### config.mk
export PLATFORM = sky130hd
export DESIGN_NAME = prime_sieve_core
export DESIGN_NICKNAME = d
export VERILOG_FILES = /design/src/rtl/prime_sieve_core.sv
export SDC_FILE = /design/constraint.sdc
export NUM_CORES = 1
export LEC_CHECK = 0
export BUFFER_PORTS_ARGS = -buffer_cell sky130_fd_sc_hd__buf_2
export CELL_PAD_IN_SITES_DETAIL_PLACEMENT = 1
export CELL_PAD_IN_SITES_GLOBAL_PLACEMENT = 1
export CORE_MARGIN = 2
export CORE_UTILIZATION = 48
export DETAILED_ROUTE_END_ITERATION = 16
export PLACE_DENSITY_LB_ADDON = 0.1
export SYNTH_ARGS = -nofsm -noshare
export SYNTH_HDL_FRONTEND = slang
export SYNTH_SLANG_ARGS = --single-unit
### constraint.sdc
create_clock -name clk -period 8.35 [get_ports clk]
set_clock_uncertainty 0.05 [all_clocks]
set_input_delay 0 -clock clk [delete_from_list [all_inputs] [get_ports clk]]
set_output_delay 0 -clock clk [all_outputs]
set_load 0.02 [all_outputs]
### src/rtl/prime_sieve_core.sv
// prime_sieve_core
//   Sieve-of-Eratosthenes engine behind a method/field handshake.
//   A host pulses run_req, polls the finish flag, then reads the prime count
//   and the largest prime below N. After a completed run, isprime queries
//   return the primality of any operand from the sieve bitmap.
//
// Parameters
//   N   sieve limit; candidates 0..N-1 (4 <= N <= 2**AW)
//   AW  index width
//
// Ports
//   clk, reset                    clock, synchronous active-high reset
//   run_req / run_busy            start a sieve run / run in progress
//   field_finish_flag_output      finish flag value
//   field_finish_flag_input(_we)  host write data / write enable for the flag
//   field_prime_count_output      number of primes < N from last run
//   field_last_prime_output       largest prime < N from last run
//   isprime_req / isprime_n       query request and operand
//   isprime_busy / isprime_return query in progress / query result
module prime_sieve_core #(
  parameter int unsigned N  = 256,
  parameter int unsigned AW = 8
) (
  input  logic          clk,
  input  logic          reset,
  input  logic          run_req,
  output logic          run_busy,
  output logic          field_finish_flag_output,
  input  logic          field_finish_flag_input,
  input  logic          field_finish_flag_input_we,
  output logic [AW:0]   field_prime_count_output,
  output logic [AW-1:0] field_last_prime_output,
  input  logic          isprime_req,
  input  logic [AW-1:0] isprime_n,
  output logic          isprime_busy,
  output logic          isprime_return
);

  typedef enum logic [2:0] {
    S_IDLE,
    S_INIT,
    S_OUTER,
    S_TEST,
    S_MARK,
    S_COUNT,
    S_DONE,
    S_QUERY
  } state_t;

  localparam logic [AW:0]      N_W    = (AW+1)'(N);
  localparam logic [AW:0]      N_LAST = (AW+1)'(N - 1);
  localparam logic [2*AW-1:0]  N_SQ   = (2*AW)'(N);
  localparam logic [AW:0]      ONE_W  = (AW+1)'(1);
  localparam logic [AW:0]      TWO_W  = (AW+1)'(2);
  localparam logic [AW-1:0]    ONE_I  = AW'(1);
  localparam logic [AW-1:0]    TWO_I  = AW'(2);

  state_t state, state_next;

  // Sieve bitmap: one write port, one registered read port.
  logic          mem [N];
  logic          rd_data;
  logic [AW-1:0] rd_addr;
  logic          wr_en;
  logic [AW-1:0] wr_addr;
  logic          wr_data;

  logic [AW-1:0]   i;
  logic [AW:0]     j;
  logic [AW:0]     k;
  logic            pend;
  logic [AW-1:0]   pend_k;
  logic [AW:0]     cnt_sh;
  logic [AW-1:0]   last_sh;
  logic            valid;
  logic            finish;
  logic [AW-1:0]   q_n;
  logic            q_phase;

  logic [2*AW-1:0] i_sq;
  logic [AW:0]     j_step;
  logic            q_in_range;

  assign i_sq       = {{AW{1'b0}}, i} * {{AW{1'b0}}, i};
  assign j_step     = j + {1'b0, i};
  assign q_in_range = ({1'b0, q_n} < N_W);

  assign field_finish_flag_output = finish;

  always_ff @(posedge clk) begin
    if (wr_en) mem[wr_addr] <= wr_data;
    rd_data <= mem[rd_addr];
  end

  always_ff @(posedge clk) begin
    if (reset) state <= S_IDLE;
    else       state <= state_next;
  end

  always_comb begin
    state_next = state;
    wr_en      = 1'b0;
    wr_addr    = '0;
    wr_data    = 1'b0;
    rd_addr    = '0;
    case (state)
      S_IDLE: begin
        if (run_req)          state_next = S_INIT;
        else if (isprime_req) state_next = S_QUERY;
      end
      S_INIT: begin
        wr_en   = 1'b1;
        wr_addr = k[AW-1:0];
        wr_data = 1'b1;
        if (k == N_LAST) state_next = S_OUTER;
      end
      S_OUTER: begin
        if (i_sq >= N_SQ) begin
          state_next = S_COUNT;
        end else begin
          rd_addr    = i;
          state_next = S_TEST;
        end
      end
      S_TEST: begin
        state_next = rd_data ? S_MARK : S_OUTER;
      end
      S_MARK: begin
        // j < N is guaranteed on entry, so the exit test looks one step
        // ahead and MARK spends exactly one cycle per cleared multiple.
        wr_en   = 1'b1;
        wr_addr = j[AW-1:0];
        wr_data = 1'b0;
        if (j_step >= N_W) state_next = S_OUTER;
      end
      S_COUNT: begin
        if (k < N_W) rd_addr = k[AW-1:0];
        if (k == N_W) state_next = S_DONE;
      end
      S_DONE: begin
        state_next = S_IDLE;
      end
      S_QUERY: begin
        rd_addr = q_in_range ? q_n : '0;
        if (q_phase) state_next = S_IDLE;
      end
      default: state_next = S_IDLE;
    endcase
  end

  always_ff @(posedge clk) begin
    if (reset) begin
      run_busy                 <= 1'b0;
      isprime_busy             <= 1'b0;
      isprime_return           <= 1'b0;
      field_prime_count_output <= '0;
      field_last_prime_output  <= '0;
      valid                    <= 1'b0;
      i                        <= '0;
      j                        <= '0;
      k                        <= '0;
      pend                     <= 1'b0;
      pend_k                   <= '0;
      cnt_sh                   <= '0;
      last_sh                  <= '0;
      q_n                      <= '0;
      q_phase                  <= 1'b0;
    end else begin
      case (state)
        S_IDLE: begin
          if (run_req) begin
            run_busy <= 1'b1;
            i        <= TWO_I;
            k        <= '0;
          end else if (isprime_req) begin
            isprime_busy <= 1'b1;
            q_n          <= isprime_n;
            q_phase      <= 1'b0;
          end
        end
        S_INIT: begin
          k <= k + ONE_W;
        end
        S_OUTER: begin
          if (i_sq >= N_SQ) begin
            k       <= TWO_W;
            pend    <= 1'b0;
            cnt_sh  <= '0;
            last_sh <= '0;
          end
        end
        S_TEST: begin
          if (rd_data) j <= i_sq[AW:0];
          else         i <= i + ONE_I;
        end
        S_MARK: begin
          j <= j_step;
          if (j_step >= N_W) i <= i + ONE_I;
        end
        S_COUNT: begin
          // Read of k is issued this cycle; data for the previous k
          // (pend_k) arrives this cycle and is tallied.
          if (k < N_W) begin
            k      <= k + ONE_W;
            pend_k <= k[AW-1:0];
          end
          pend <= (k < N_W);
          if (pend && rd_data) begin
            cnt_sh  <= cnt_sh + ONE_W;
            last_sh <= pend_k;
          end
        end
        S_DONE: begin
          run_busy                 <= 1'b0;
          valid                    <= 1'b1;
          field_prime_count_output <= cnt_sh;
          field_last_prime_output  <= last_sh;
        end
        S_QUERY: begin
          q_phase <= 1'b1;
          if (q_phase) begin
            isprime_busy   <= 1'b0;
            isprime_return <= valid && (q_n >= TWO_I) && q_in_range && rd_data;
          end
        end
        default: ;
      endcase
    end
  end

  // Host writes take precedence over the engine's own clear/set.
  always_ff @(posedge clk) begin
    if (reset)                             finish <= 1'b0;
    else if (field_finish_flag_input_we)   finish <= field_finish_flag_input;
    else if (state == S_IDLE && run_req)   finish <= 1'b0;
    else if (state == S_DONE)              finish <= 1'b1;
  end

endmodule

==> results of run 1 <==
==> registers in the layout (all words and copies together) (netlist names) <==
signal,count
pend,1
mem,256
field_last_prime_output,8
cnt_sh,9
pend_k,8
isprime_return,1
last_sh,8
run_busy,1
isprime_busy,1
i,8
field_finish_flag_output,1
q_n,8
k,9
rd_data,1
state,3
q_phase,1
j,9
field_prime_count_output,9
valid,1
==> critical path: cells and delay by family, from the launching register on <==
family	cells	cell delay, ps
AOI/OAI and AO/OA	10	2790
adders and majority gates	5	2490
buffers and inverters	4	500
DFF	1	680
muxes	1	110
and+or+nand+nor	2	580
==> logic make-up after synthesis <==
kind of cell	count (synthesis)	synth area share
muxes	58	0.03332
buffers and inverters	169	0.04269
other	1	0.0002143
and+or+nand+nor	840	0.2015
DFF	343	0.5389
xor gates and xnor gates	36	0.01802
adders and majority gates	66	0.05835
AOI/OAI and AO/OA	268	0.1070
==> through the flow <==
step / instance area [um2] / worst slack [ps] / power, mW / util / cells
6_report: 19290 / 1018 / 4.444 / 0.5398 / 2270
3_5_place_dp: 17940 / 1043 / 2.883 / 0.5021 / 2184
4_1_cts: 19290 / 1031 / 4.458 / 0.5398 / 2270
2_1_floorplan: 17500 / 1569 / 2.656 / - / 1782
5_1_grt: 19290 / 570.1 / 4.603 / 0.5398 / 2270
3_3_place_gp: 17940 / 1171 / 2.859 / 0.5021 / 2184
==> synth_stat cells (4+ instances only) <==
master	number	area, um2
sky130_fd_sc_hd__o211ai_1	4	30.03
sky130_fd_sc_hd__ha_1	40	500.5
sky130_fd_sc_hd__a22oi_1	22	165.2
sky130_fd_sc_hd__mux2i_1	56	560.5
sky130_fd_sc_hd__a21oi_1	107	535.5
sky130_fd_sc_hd__dfxtp_1	87	1742
sky130_fd_sc_hd__or3_1	5	31.28
sky130_fd_sc_hd__nor2b_1	9	56.30
sky130_fd_sc_hd__nor2_1	346	1299
sky130_fd_sc_hd__a311oi_1	4	35.03
sky130_fd_sc_hd__and2_1	21	131.4
sky130_fd_sc_hd__xnor2_1	23	201.4
sky130_fd_sc_hd__nor4_1	9	56.30
sky130_fd_sc_hd__inv_1	53	198.9
sky130_fd_sc_hd__nand4_1	17	106.4
sky130_fd_sc_hd__nand2b_1	6	37.54
sky130_fd_sc_hd__edfxtp_1	256	7687
sky130_fd_sc_hd__buf_6	9	101.4
sky130_fd_sc_hd__clkbuf_1	74	277.8
sky130_fd_sc_hd__o22ai_1	5	31.28
sky130_fd_sc_hd__xor2_1	13	113.9
sky130_fd_sc_hd__fa_1	26	520.5
sky130_fd_sc_hd__o21ai_0	14	70.07
sky130_fd_sc_hd__a22o_1	6	52.55
sky130_fd_sc_hd__nand2_1	308	1156
sky130_fd_sc_hd__or2_2	4	25.02
sky130_fd_sc_hd__and3_1	8	50.05
sky130_fd_sc_hd__a2111oi_0	4	35.03
sky130_fd_sc_hd__a21o_1	10	75.07
sky130_fd_sc_hd__nor3_1	12	60.06
sky130_fd_sc_hd__o21a_1	6	45.04
sky130_fd_sc_hd__a21oi_2	4	35.03
sky130_fd_sc_hd__a41o_1	4	40.04
sky130_fd_sc_hd__a41oi_1	4	35.03
sky130_fd_sc_hd__a31oi_1	12	75.07
sky130_fd_sc_hd__buf_2	30	150.1
sky130_fd_sc_hd__a211oi_1	18	135.1
sky130_fd_sc_hd__nand3_1	81	405.4
==> routing by layer <==
layer  part of all wire  vias to the layer above  wire length [um]
met3              0.053                       79              2675
met1               0.45                     6732             22750
li1                   -                     6197                 -
met4              0.024                        0              1244
met5                  0                        -                 0
met2               0.48                      345             24170
==> worst paths after layout <==
check                                                  from                     endpoint  slack, ps
worst min-delay path                                  reset                     state[0]         40
worst max-delay path                                   i[3]                      rd_data       1020
worst min register to register  field_prime_count_output[3]  field_prime_count_output[3]        400
worst max register to register                         i[3]                      rd_data       1020
==> power groups by stage <==
| stage | registers [mW] | clock network [mW] | logic [mW] |
|---|---|---|---|
| detailed placement | 2.15 | 0 | 0.736 |
| CTS | 2.11 | 1.60 | 0.751 |
| finish | 2.11 | 1.57 | 0.756 |
| floorplan | 2.15 | 0 | 0.509 |
| global route | 2.12 | 1.65 | 0.827 |
| global placement | 2.15 | 0 | 0.714 |
==> cell type report <==
class                   instances  area, um2
flip-flops and latches        343       9429
inverters                      53      198.9
clock inverters                 9      80.08
multi-input cells            1270       7347
well taps                     461      576.8
fillers                      3967      16450
repair buffers                 79      613.1
clock buffers                  55       1047
==> timing repair <==
| item | in CTS | in global routing |
|---|---|---|
| setup endpoints to repair | 0 | 0 |
| resized for setup | 0 | 0 |
| hold buffers | 22 | 0 |
| endpoints found under the hold margin | 11 | 0 |
==> summary.txt, run 1 <==
Critical path
  • Element type at the critical path end: flip-flop
  • Worst-path maximum fanout: 39
  • Worst setup path category: reg -> reg
  • Kind of start point of the critical path: flip-flop
  • Critical-path cell list: nand2_1 -> fa_1 -> inv_1 -> fa_1 -> fa_1 -> inv_1 -> fa_1 -> inv_1 -> ha_1 -> a21o_1 -> or3b_1 -> a2111oi_2 -> o21ai_2 -> a21o_1 -> o21ai_4 -> buf_12 -> mux2i_1 -> a22oi_1 -> a22oi_1 -> a31oi_1 -> o2111ai_1 -> o211ai_2
  • Worst Reg-to-Reg Cells: 22
  • Arrival time of the worst setup path: 7740 ps
  • Required time at the worst-slack endpoint: 8760 ps
  • Cell mode on critical path: sky130_fd_sc_hd__fa_1
  • Max stage delay on crit path: 680 ps
  • CP max stage cell: sky130_fd_sc_hd__dfxtp_1

GRT
  • Initial antenna violation count: 0
  • Wire length of the first global-routing pass: 79300 um
  • Met1 Resource Use GR: 0.3708
  • Largest net degree at the start of global routing: 270
  • Most used routing layer in global routing: met2
  • Via count of the first global-routing pass: 13.74k
  • Residual overflow from global routing: 0
  • Global Route met3 Usage: 0.03835
  • Tot GR Track Use: 0.2693
  • GR met2 Demand/Resource: 0.4466

Timing
  • Worst-case headroom to the max-slew limit: 0.1537
  • Tcrit/Tclk final: 0.8781
  • Achievable Freq: 136.4 MHz
  • Transition time at the pin with the least slew margin: 1269 ps
  • Final setup violation count: 0
  • Pins over their slew limit: 0
  • Final critical-path required period: 7332 ps
  • Setup repair after global routing missed its margin: no
  • Final Hold Viols: 0
  • Tightest hold margin: 40.59 ps
  • Sum Neg Setup Slack: 0 ps

Power and ir drop
  • Cell area power density: 230.4 nW/um2
  • Leak Pwr: 6.895 nW
  • Part of the total power dissipated in sequential elements: 0.476
  • Clock network fraction of design power: 0.354
  • Internal power summed over all cells: 3.140 mW
  • Worst vdd ir: 0.0002065 V
  • Net Sw Power: 1.304 mW
  • Power share of the combinational group: 0.170
  • Switching fraction of total power: 0.2934

Job
  • Number of max-cap violations: 0

Synth
  • Summed instance area of the synthesized netlist: 17500 um2
  • Ys async rst share: 0
  • Sequential share of the synthesized area: 0.5389
  • Number of flops mapped to enable cells by yosys: 256
  • Flip-flop cell with the highest count after synthesis: sky130_fd_sc_hd__edfxtp_1
  • Count of yosys warnings during synthesis: 0
  • Average size of a mapped cell: 9.824 um2
  • Number of distinct library cell variants in the gate-level netlist after synthesis: 84
  • Cells after synthesis: 1781
  • Number of synthesized register bits: 343

Place
  • Routability congestion estimate from global placement: 0.8198
  • Number of port buffers: 34
  • Final HPWL DP: 32510 um

Floorplanning
  • Top-level I/O count: 35
  • Area of the core: 35740 um2
  • Initial Util: 0.4895
  • Die span in x: 194.9 um
  • Standard-cell rows: 69
  • Full die area: 38000 um2
  • Die height: 194.9 um

Drt
  • Number of vias in the routed layout: 13.35k
  • Via density per instance: 5.882
  • Average wire length per cell after detail routing: 22.39 um
  • Drt drc: 0
  • Number of DRC markers after the initial detailed-route iteration: 1108
  • 1st-pass router iterations: 5
  • Post-route antenna net violation count: 0
  • Total Routed Length: 50830 um

Clock network
  • Insertion delay to the later sink of the worst-skew pair: 540 ps
  • Post-CTS Setup Bufs: 0
  • Sinks on Clock Net: 343
  • TritonCTS buffer count: 38
  • Root buf cell: sky130_fd_sc_hd__clkbuf_16
  • CTS clock-pin slew for the worst setup and hold paths: 60 ps
  • Total number of H-tree levels: 2
  • Maximum buffer depth of the clock tree: 3
  • TritonCTS clock tree: done

Finish
  • Total number of nets in the final design: 1865
  • Synth-to-layout area growth: 10.26%
  • Share of final-layout standard cells stronger than drive strength 1: 0.07573
  • Most common cell after layout, fill and taps aside: sky130_fd_sc_hd__nor2_1
  • Commonest non-fill, non-tap cells in the layout: sky130_fd_sc_hd__nor2_1 (345), sky130_fd_sc_hd__nand2_1 (308), sky130_fd_sc_hd__edfxtp_1 (256), sky130_fd_sc_hd__a21oi_1 (107), sky130_fd_sc_hd__dfxtp_1 (87)
  • Final antenna diode count: 0

Status
  • Result of the run: complete, no violations

Worst hold path
  • Worst hold path class: in -> reg
  • Worst Hold Path Cells: 3
No activity file was read; power rests on OpenSTA's default activity.
==> run 2, diff against run 1 <==
==> constraint.sdc (replaced) <==
create_clock -name clk -period 8.35 [get_ports clk]
set_clock_uncertainty 0.05 [all_clocks]
set_input_delay 2.0875 -clock clk [delete_from_list [all_inputs] [get_ports clk]]
set_output_delay 2.0875 -clock clk [all_outputs]
set_load 0.02 [all_outputs]
==> run 2 against run 1 <==
Effect of this change:
- sequential power is essentially flat
- highest routed layer unchanged
- register-to-register slack is essentially flat
- non-clock buffer count shrank 22
==> summary.txt, run 2 (synthesis results as in run 1) <==
Finish
  • Most common cell after layout, fill and taps aside: sky130_fd_sc_hd__nor2_1
  • Share of final-layout standard cells stronger than drive strength 1: 0.07666 (+0.0009324)
  • Synth-to-layout area growth: 9.003%
  • Max reg flops: 256 (unchanged)
  • Area taken by flip-flops and latches: 9429 um2 (unchanged)
  • Total area of multi-input combinational cells: 7347 um2 (unchanged)
  • Number of non-filler instances in the completed layout: 2248 (-0.97%)
  • Total number of nets in the final design: 1843 (-1.2%)
  • Final antenna diode count: 0 (unchanged)
  • Commonest non-fill, non-tap cells in the layout: sky130_fd_sc_hd__nor2_1 (345), sky130_fd_sc_hd__nand2_1 (308), sky130_fd_sc_hd__edfxtp_1 (256), sky130_fd_sc_hd__a21oi_1 (107), sky130_fd_sc_hd__dfxtp_1 (87)
  • Most flop-heavy register: mem
  • Count of fill cells added during filler insertion: 3983 (+0.40%)

Timing
  • Achievable Freq: 136.2 MHz (-0.15%)
  • Final Hold Viols: 0 (unchanged)
  • Worst-case headroom to the max-slew limit: 0.2055 (+0.05183)
  • Transition time at the pin with the least slew margin: 1192 ps (-77.75 ps)
  • Setup repair after global routing missed its margin: no
  • Pins over their slew limit: 0 (unchanged)
  • Final setup violation count: 0 (unchanged)
  • Sum Neg Setup Slack: 0 ps (unchanged)
  • Final critical-path required period: 7343 ps (+11.05 ps)
  • Tcrit/Tclk final: 0.8794 (+0.001323)

Place
  • # placed instances: 2184 (unchanged)
  • Number of port buffers: 34 (unchanged)
  • Final HPWL DP: 32510 um (unchanged)
  • Routability congestion estimate from global placement: 0.8198 (unchanged)

Floorplanning
  • Area of the core: 35740 um2 (unchanged)
  • Die height: 194.9 um (unchanged)
  • Initial Util: 0.4895 (unchanged)
  • Top-level I/O count: 35 (unchanged)
  • Die span in x: 194.9 um (unchanged)
  • Standard-cell rows: 69 (unchanged)
  • Full die area: 38000 um2 (unchanged)

Clock network
  • Number of instances resized during post-cts repair: 0 (unchanged)
  • Maximum buffer depth of the clock tree: 3 (unchanged)
  • Root buf cell: sky130_fd_sc_hd__clkbuf_16
  • TritonCTS buffer count: 38 (unchanged)
  • Number of hold-repair buffers added at the cts stage: 0 (-100%)
  • TritonCTS clock tree: done
  • Insertion delay to the later sink of the worst-skew pair: 540 ps (about the same)
  • Sinks on Clock Net: 343 (unchanged)
  • Total number of H-tree levels: 2 (unchanged)
  • CTS clock-pin slew for the worst setup and hold paths: 60 ps (about the same)
  • Post-CTS Setup Bufs: 0 (unchanged)

Drt
  • Drt drc: 0 (unchanged)
  • Number of DRC markers after the initial detailed-route iteration: 1091 (-1.5%)
  • Post-route antenna net violation count: 0 (unchanged)
  • Total Routed Length: 50450 um (-0.76%)
  • 1st-pass router iterations: 5 (unchanged)
  • Via density per instance: 5.893 (+0.18%)
  • Average wire length per cell after detail routing: 22.44 um (+0.21%)
  • Number of vias in the routed layout: 13.25k (-0.79%)

GRT
  • Wire length of the first global-routing pass: 78570 um (-0.92%)
  • Largest net degree at the start of global routing: 270 (unchanged)
  • Tot GR Track Use: 0.2671 (-0.002260)
  • Residual overflow from global routing: 0 (unchanged)
  • Via count of the first global-routing pass: 13.60k (-0.99%)
  • Initial antenna violation count: 0 (unchanged)

Power and ir drop
  • Cell area power density: 232.2 nW/um2 (+0.80%)
  • Power share of the combinational group: 0.168 (-0.002)
  • Clock network fraction of design power: 0.355 (about the same)
  • Leak Pwr: 6.819 nW (-1.1%)
  • Internal power summed over all cells: 3.130 mW (-0.33%)
  • Part of the total power dissipated in sequential elements: 0.477 (about the same)
  • Net Sw Power: 1.299 mW (-0.40%)
  • Switching fraction of total power: 0.2932 (about the same)
  • Worst vdd ir: 0.0002100 V (+1.7%)
  • Power Total: 4.429 mW (-0.35%)

Critical path
  • Worst setup path category: reg -> reg
  • Required time at the worst-slack endpoint: 8760 ps (about the same)
  • Worst Reg-to-Reg Cells: 22 (unchanged)
  • Element type at the critical path end: flip-flop
  • Arrival time of the worst setup path: 7750 ps (about the same)
  • Worst-path maximum fanout: 39 (unchanged)
  • Kind of start point of the critical path: flip-flop

Job
  • Number of max-cap violations: 0 (unchanged)

Worst hold path
  • Worst Hold Path Cells: 2 (-1)
  • Worst hold path class: reg -> reg

Status
  • Result of the run: complete, no violations
## run 2: cell types whose count changed in the layout (fill, tap and decap cells not counted)
cell                            delta
sky130_fd_sc_hd__dlygate4sd3_1    -22
## run 2: final cells by class
cell class | count | share of cell area
tap | 461 | 0.03024
timing repair buffer | 57 | 0.02060
clock buffer | 55 | 0.05491
sequential | 343 | 0.4944
inverter | 53 | 0.01043
multi-input combinational | 1270 | 0.3852
clock inverter | 9 | 0.004199
## run 2: final timing paths
check	slack, ps	end	startpoint
worst min-delay path	400	field_prime_count_output[7]	field_prime_count_output[7]
worst max register to register	1010	rd_data	i[3]
worst min register to register	400	field_prime_count_output[7]	field_prime_count_output[7]
worst max-delay path	1010	rd_data	i[3]
## run 2: layer usage
layer | global-route usage | vias up | wire (um)
met5 | 0 | - | 0
met2 | 0.4402 | 334 | 23880
met4 | 0.07436 | 0 | 1253
met1 | 0.3694 | 6680 | 22550
li1 | - | 6154 | -
met3 | 0.03852 | 80 | 2763
## run 2: through the flow
| step | hold slack (ps) | setup slack (ps) | utilization | cell area [um2] |
|---|---|---|---|---|
| floorplan | 382.1 | 1569 | - | 17500 |
| global placement | 389.1 | 1171 | 0.5021 | 17940 |
| detailed placement | 394.0 | 1043 | 0.5021 | 17940 |
| CTS | 402.0 | 1031 | 0.5336 | 19070 |
| global route | 417.9 | 570.1 | 0.5336 | 19070 |
| finish | 400.0 | 1007 | 0.5336 | 19070 |
## run 2: power by group through the flow
stage	clock network, mW	registers, mW	logic (mW)
3_3_place_gp	0	2.15	0.714
6_report	1.57	2.11	0.743
3_5_place_dp	0	2.15	0.736
5_1_grt	1.65	2.12	0.814
4_1_cts	1.60	2.11	0.740
2_1_floorplan	0	2.15	0.509
## run 2: critical path, cell delays in order (launching register included)
cell                        delay (ps)
sky130_fd_sc_hd__dfxtp_1           680
sky130_fd_sc_hd__nand2_1           150
sky130_fd_sc_hd__fa_1              530
sky130_fd_sc_hd__inv_1              80
sky130_fd_sc_hd__fa_1              510
sky130_fd_sc_hd__fa_1              570
sky130_fd_sc_hd__inv_1              70
sky130_fd_sc_hd__fa_1              540
sky130_fd_sc_hd__inv_1              40
sky130_fd_sc_hd__ha_1              340
sky130_fd_sc_hd__a21o_1            230
sky130_fd_sc_hd__or3b_1            430
sky130_fd_sc_hd__a2111oi_2         420
sky130_fd_sc_hd__o21ai_2           190
sky130_fd_sc_hd__a21o_1            240
sky130_fd_sc_hd__o21ai_4           660
sky130_fd_sc_hd__buf_12            310
sky130_fd_sc_hd__mux2i_1           110
sky130_fd_sc_hd__a22oi_1           200
sky130_fd_sc_hd__a22oi_1           130
sky130_fd_sc_hd__a31oi_1           440
sky130_fd_sc_hd__o2111ai_1         200
sky130_fd_sc_hd__o211ai_2          120
==> run 3, diff against run 2 <==
--- a/config.mk
+++ b/config.mk
@@ -11,6 +11,7 @@
 export CORE_MARGIN = 2
 export CORE_UTILIZATION = 48
 export DETAILED_ROUTE_END_ITERATION = 16
+export GPL_TIMING_DRIVEN = 0
 export PLACE_DENSITY_LB_ADDON = 0.1
 export SYNTH_ARGS = -nofsm -noshare
 export SYNTH_HDL_FRONTEND = slang
==> run 3 against run 2 <==
Effect of this change:
- highest routed layer unchanged
- setup slack got worse by 550 ps
- hold slack got worse by 0.76 ps
- final area increased by 2.7%
- sequential share of layout area fell by 1.3 points
- core utilization rose by 1.4 points
- non-clock buffer count grew 96
==> summary.txt, run 3 (synthesis results as in run 1) <==
Finish
  • Most common cell after layout, fill and taps aside: sky130_fd_sc_hd__nor2_1
  • Commonest non-fill, non-tap cells in the layout: sky130_fd_sc_hd__nor2_1 (345), sky130_fd_sc_hd__nand2_1 (308), sky130_fd_sc_hd__edfxtp_1 (256), sky130_fd_sc_hd__a21oi_1 (107), sky130_fd_sc_hd__dfxtp_1 (87)
  • Number of non-filler instances in the completed layout: 2350 (+4.5%)
  • Total number of nets in the final design: 1940 (+5.3%)
  • Max reg flops: 256 (unchanged)
  • Share of final-layout standard cells stronger than drive strength 1: 0.08845 (+0.01179)
  • Synth-to-layout area growth: 11.96%
  • Most flop-heavy register: mem
  • Layout Utilization: 0.5481 (+0.01449)

GRT
  • Residual overflow from global routing: 0 (unchanged)
  • GR met2 Demand/Resource: 0.4860 (+0.04577)
  • Tot GR Track Use: 0.2993 (+0.03219)
  • Largest net degree at the start of global routing: 83 (-69%)
  • Wire length of the first global-routing pass: 86260 um (+9.8%)
  • Met1 Resource Use GR: 0.4073 (+0.03797)
  • Initial antenna violation count: 0 (unchanged)
  • Most used routing layer in global routing: met2
  • Via count of the first global-routing pass: 14.57k (+7.1%)
  • Global Route met3 Usage: 0.05622 (+0.01770)

Job
  • Number of max-cap violations: 0 (unchanged)

Clock network
  • Sinks on Clock Net: 343 (unchanged)
  • Total number of H-tree levels: 2 (unchanged)
  • Root buf cell: sky130_fd_sc_hd__clkbuf_16
  • TritonCTS clock tree: done
  • Post-CTS Setup Bufs: 0 (unchanged)
  • Number of instances resized during post-cts repair: 0 (unchanged)
  • CTS clock-pin slew for the worst setup and hold paths: 60 ps (about the same)
  • Number of hold-repair buffers added at the cts stage: 0 (unchanged)
  • Maximum buffer depth of the clock tree: 3 (unchanged)
  • TritonCTS buffer count: 39 (+2.6%)
  • Insertion delay to the later sink of the worst-skew pair: 550 ps (about the same)

Status
  • Result of the run: complete, no violations

Power and ir drop
  • Cell area power density: 237.1 nW/um2 (+2.1%)
  • Leak Pwr: 7.059 nW (+3.5%)
  • Power Total: 4.645 mW (+4.9%)
  • Worst vdd ir: 0.0001364 V (-35%)

Floorplanning
  • Die height: 194.9 um (unchanged)
  • Area of the core: 35740 um2 (unchanged)
  • Die span in x: 194.9 um (unchanged)
  • Initial Util: 0.4895 (unchanged)
  • Top-level I/O count: 35 (unchanged)
  • Full die area: 38000 um2 (unchanged)
  • Standard-cell rows: 69 (unchanged)

Critical path
  • Critical-path cell list: clkbuf_1 -> nand2_1 -> fa_1 -> inv_1 -> fa_1 -> fa_1 -> inv_1 -> fa_1 -> inv_1 -> ha_1 -> a21o_1 -> or3b_1 -> a21o_1 -> a32oi_4 -> nand2_2 -> a41oi_2 -> clkbuf_1 -> o21ai_0 -> a2bb2oi_1 -> o211ai_2
  • CP max stage cell: sky130_fd_sc_hd__a41oi_2
  • Register-to-register path setup slack: 460 ps (-550 ps)
  • Kind of start point of the critical path: flip-flop
  • Arrival time of the worst setup path: 8230 ps (+480 ps)
  • Cell mode on critical path: sky130_fd_sc_hd__fa_1
  • Worst-path maximum fanout: 10 (-74%)
  • Element type at the critical path end: flip-flop
  • Max stage delay on crit path: 810 ps (+130 ps)
  • Worst setup path category: reg -> reg
  • Required time at the worst-slack endpoint: 8690 ps (-70 ps)

Timing
  • Final Hold Viols: 0 (unchanged)
  • Pins over their slew limit: 0 (unchanged)
  • Setup repair after global routing missed its margin: no
  • Transition time at the pin with the least slew margin: 1104 ps (-87.71 ps)
  • Final critical-path required period: 7889 ps (+545.3 ps)
  • Achievable Freq: 126.8 MHz (-6.9%)
  • Tcrit/Tclk final: 0.9447 (+0.06530)
  • Worst-case headroom to the max-slew limit: 0.2640 (+0.05847)
  • Tightest hold margin: 399.3 ps (-0.7630 ps)
  • Final setup violation count: 0 (unchanged)
  • Sum Neg Setup Slack: 0 ps (unchanged)

Drt
  • Drt drc: 0 (unchanged)
  • Number of vias in the routed layout: 14.09k (+6.4%)
  • Post-route antenna net violation count: 0 (unchanged)
  • Average wire length per cell after detail routing: 23.92 um (+6.6%)
  • 1st-pass router iterations: 5 (unchanged)
  • Total Routed Length: 56210 um (+11%)
  • Via density per instance: 5.997 (+1.8%)
  • Number of DRC markers after the initial detailed-route iteration: 1491 (+37%)

Place
  • Final HPWL DP: 38220 um (+18%)
  • Routability congestion estimate from global placement: 0.8490 (+3.6%)
  • # placed instances: 2280 (+4.4%)
  • Number of port buffers: 34 (unchanged)

Worst hold path
  • Worst hold path class: reg -> reg
[run 3: cell types whose count changed in the layout (fill, tap and decap cells not counted), sizes merged]
cell	change
clkinv	+10
clkinvlp	+2
buf	+22
clkbuf	+63
diode	+1
bufinv	+4
[run 3: per-stage QoR]
step	worst slack (ps)	cell area [um2]
6_report	461.4	19590
5_1_grt	234.3	19590
4_1_cts	381.2	19590
3_5_place_dp	417.3	18320
3_3_place_gp	-2443	18250
2_1_floorplan	1569	17500
[run 3: cell type report]
| class | instances | area (um2) |
|---|---|---|
| Buffer | 116 | 551.8 |
| Tap cell | 461 | 576.8 |
| Inverter | 53 | 198.9 |
| Timing Repair Buffer | 37 | 237.7 |
| Clock buffer | 44 | 994.7 |
| Clock inverter | 25 | 271.5 |
| Sequential cell | 343 | 9429 |
| Antenna cell | 1 | 2.502 |
| Multi-Input combinational cell | 1270 | 7327 |
| Fill cell | 4023 | 16150 |
[run 3: per-layer routing]
metal  up-vias  share of wire
met3       111          0.072
li1       6365              -
met4         0          0.029
met2       491           0.47
met1      7127           0.43
met5         -              0
[run 3: power by group]
| group | internal (mW) | switching, mW |
|---|---|---|
| Sequential | 2.02 | 0.0492 |
| Combinational | 0.226 | 0.619 |
| Clock | 1.01 | 0.713 |
| Total | 3.26 | 1.38 |
[run 3: final timing paths]
path	startpoint	end	cells past startpoint
max	i[4]	rd_data	20
min	field_prime_count_output[2]	field_prime_count_output[2]	2
max reg2reg	i[4]	rd_data	20
min reg2reg	field_prime_count_output[2]	field_prime_count_output[2]	2
[run 3: critical path, delay by kind of cell, from the launching register on]
family	cells	cell delay (ps)
DFF	1	540
and+or+nand+nor	3	900
adders and majority gates	5	2460
AOI/OAI and AO/OA	7	2390
buffers and inverters	5	1380
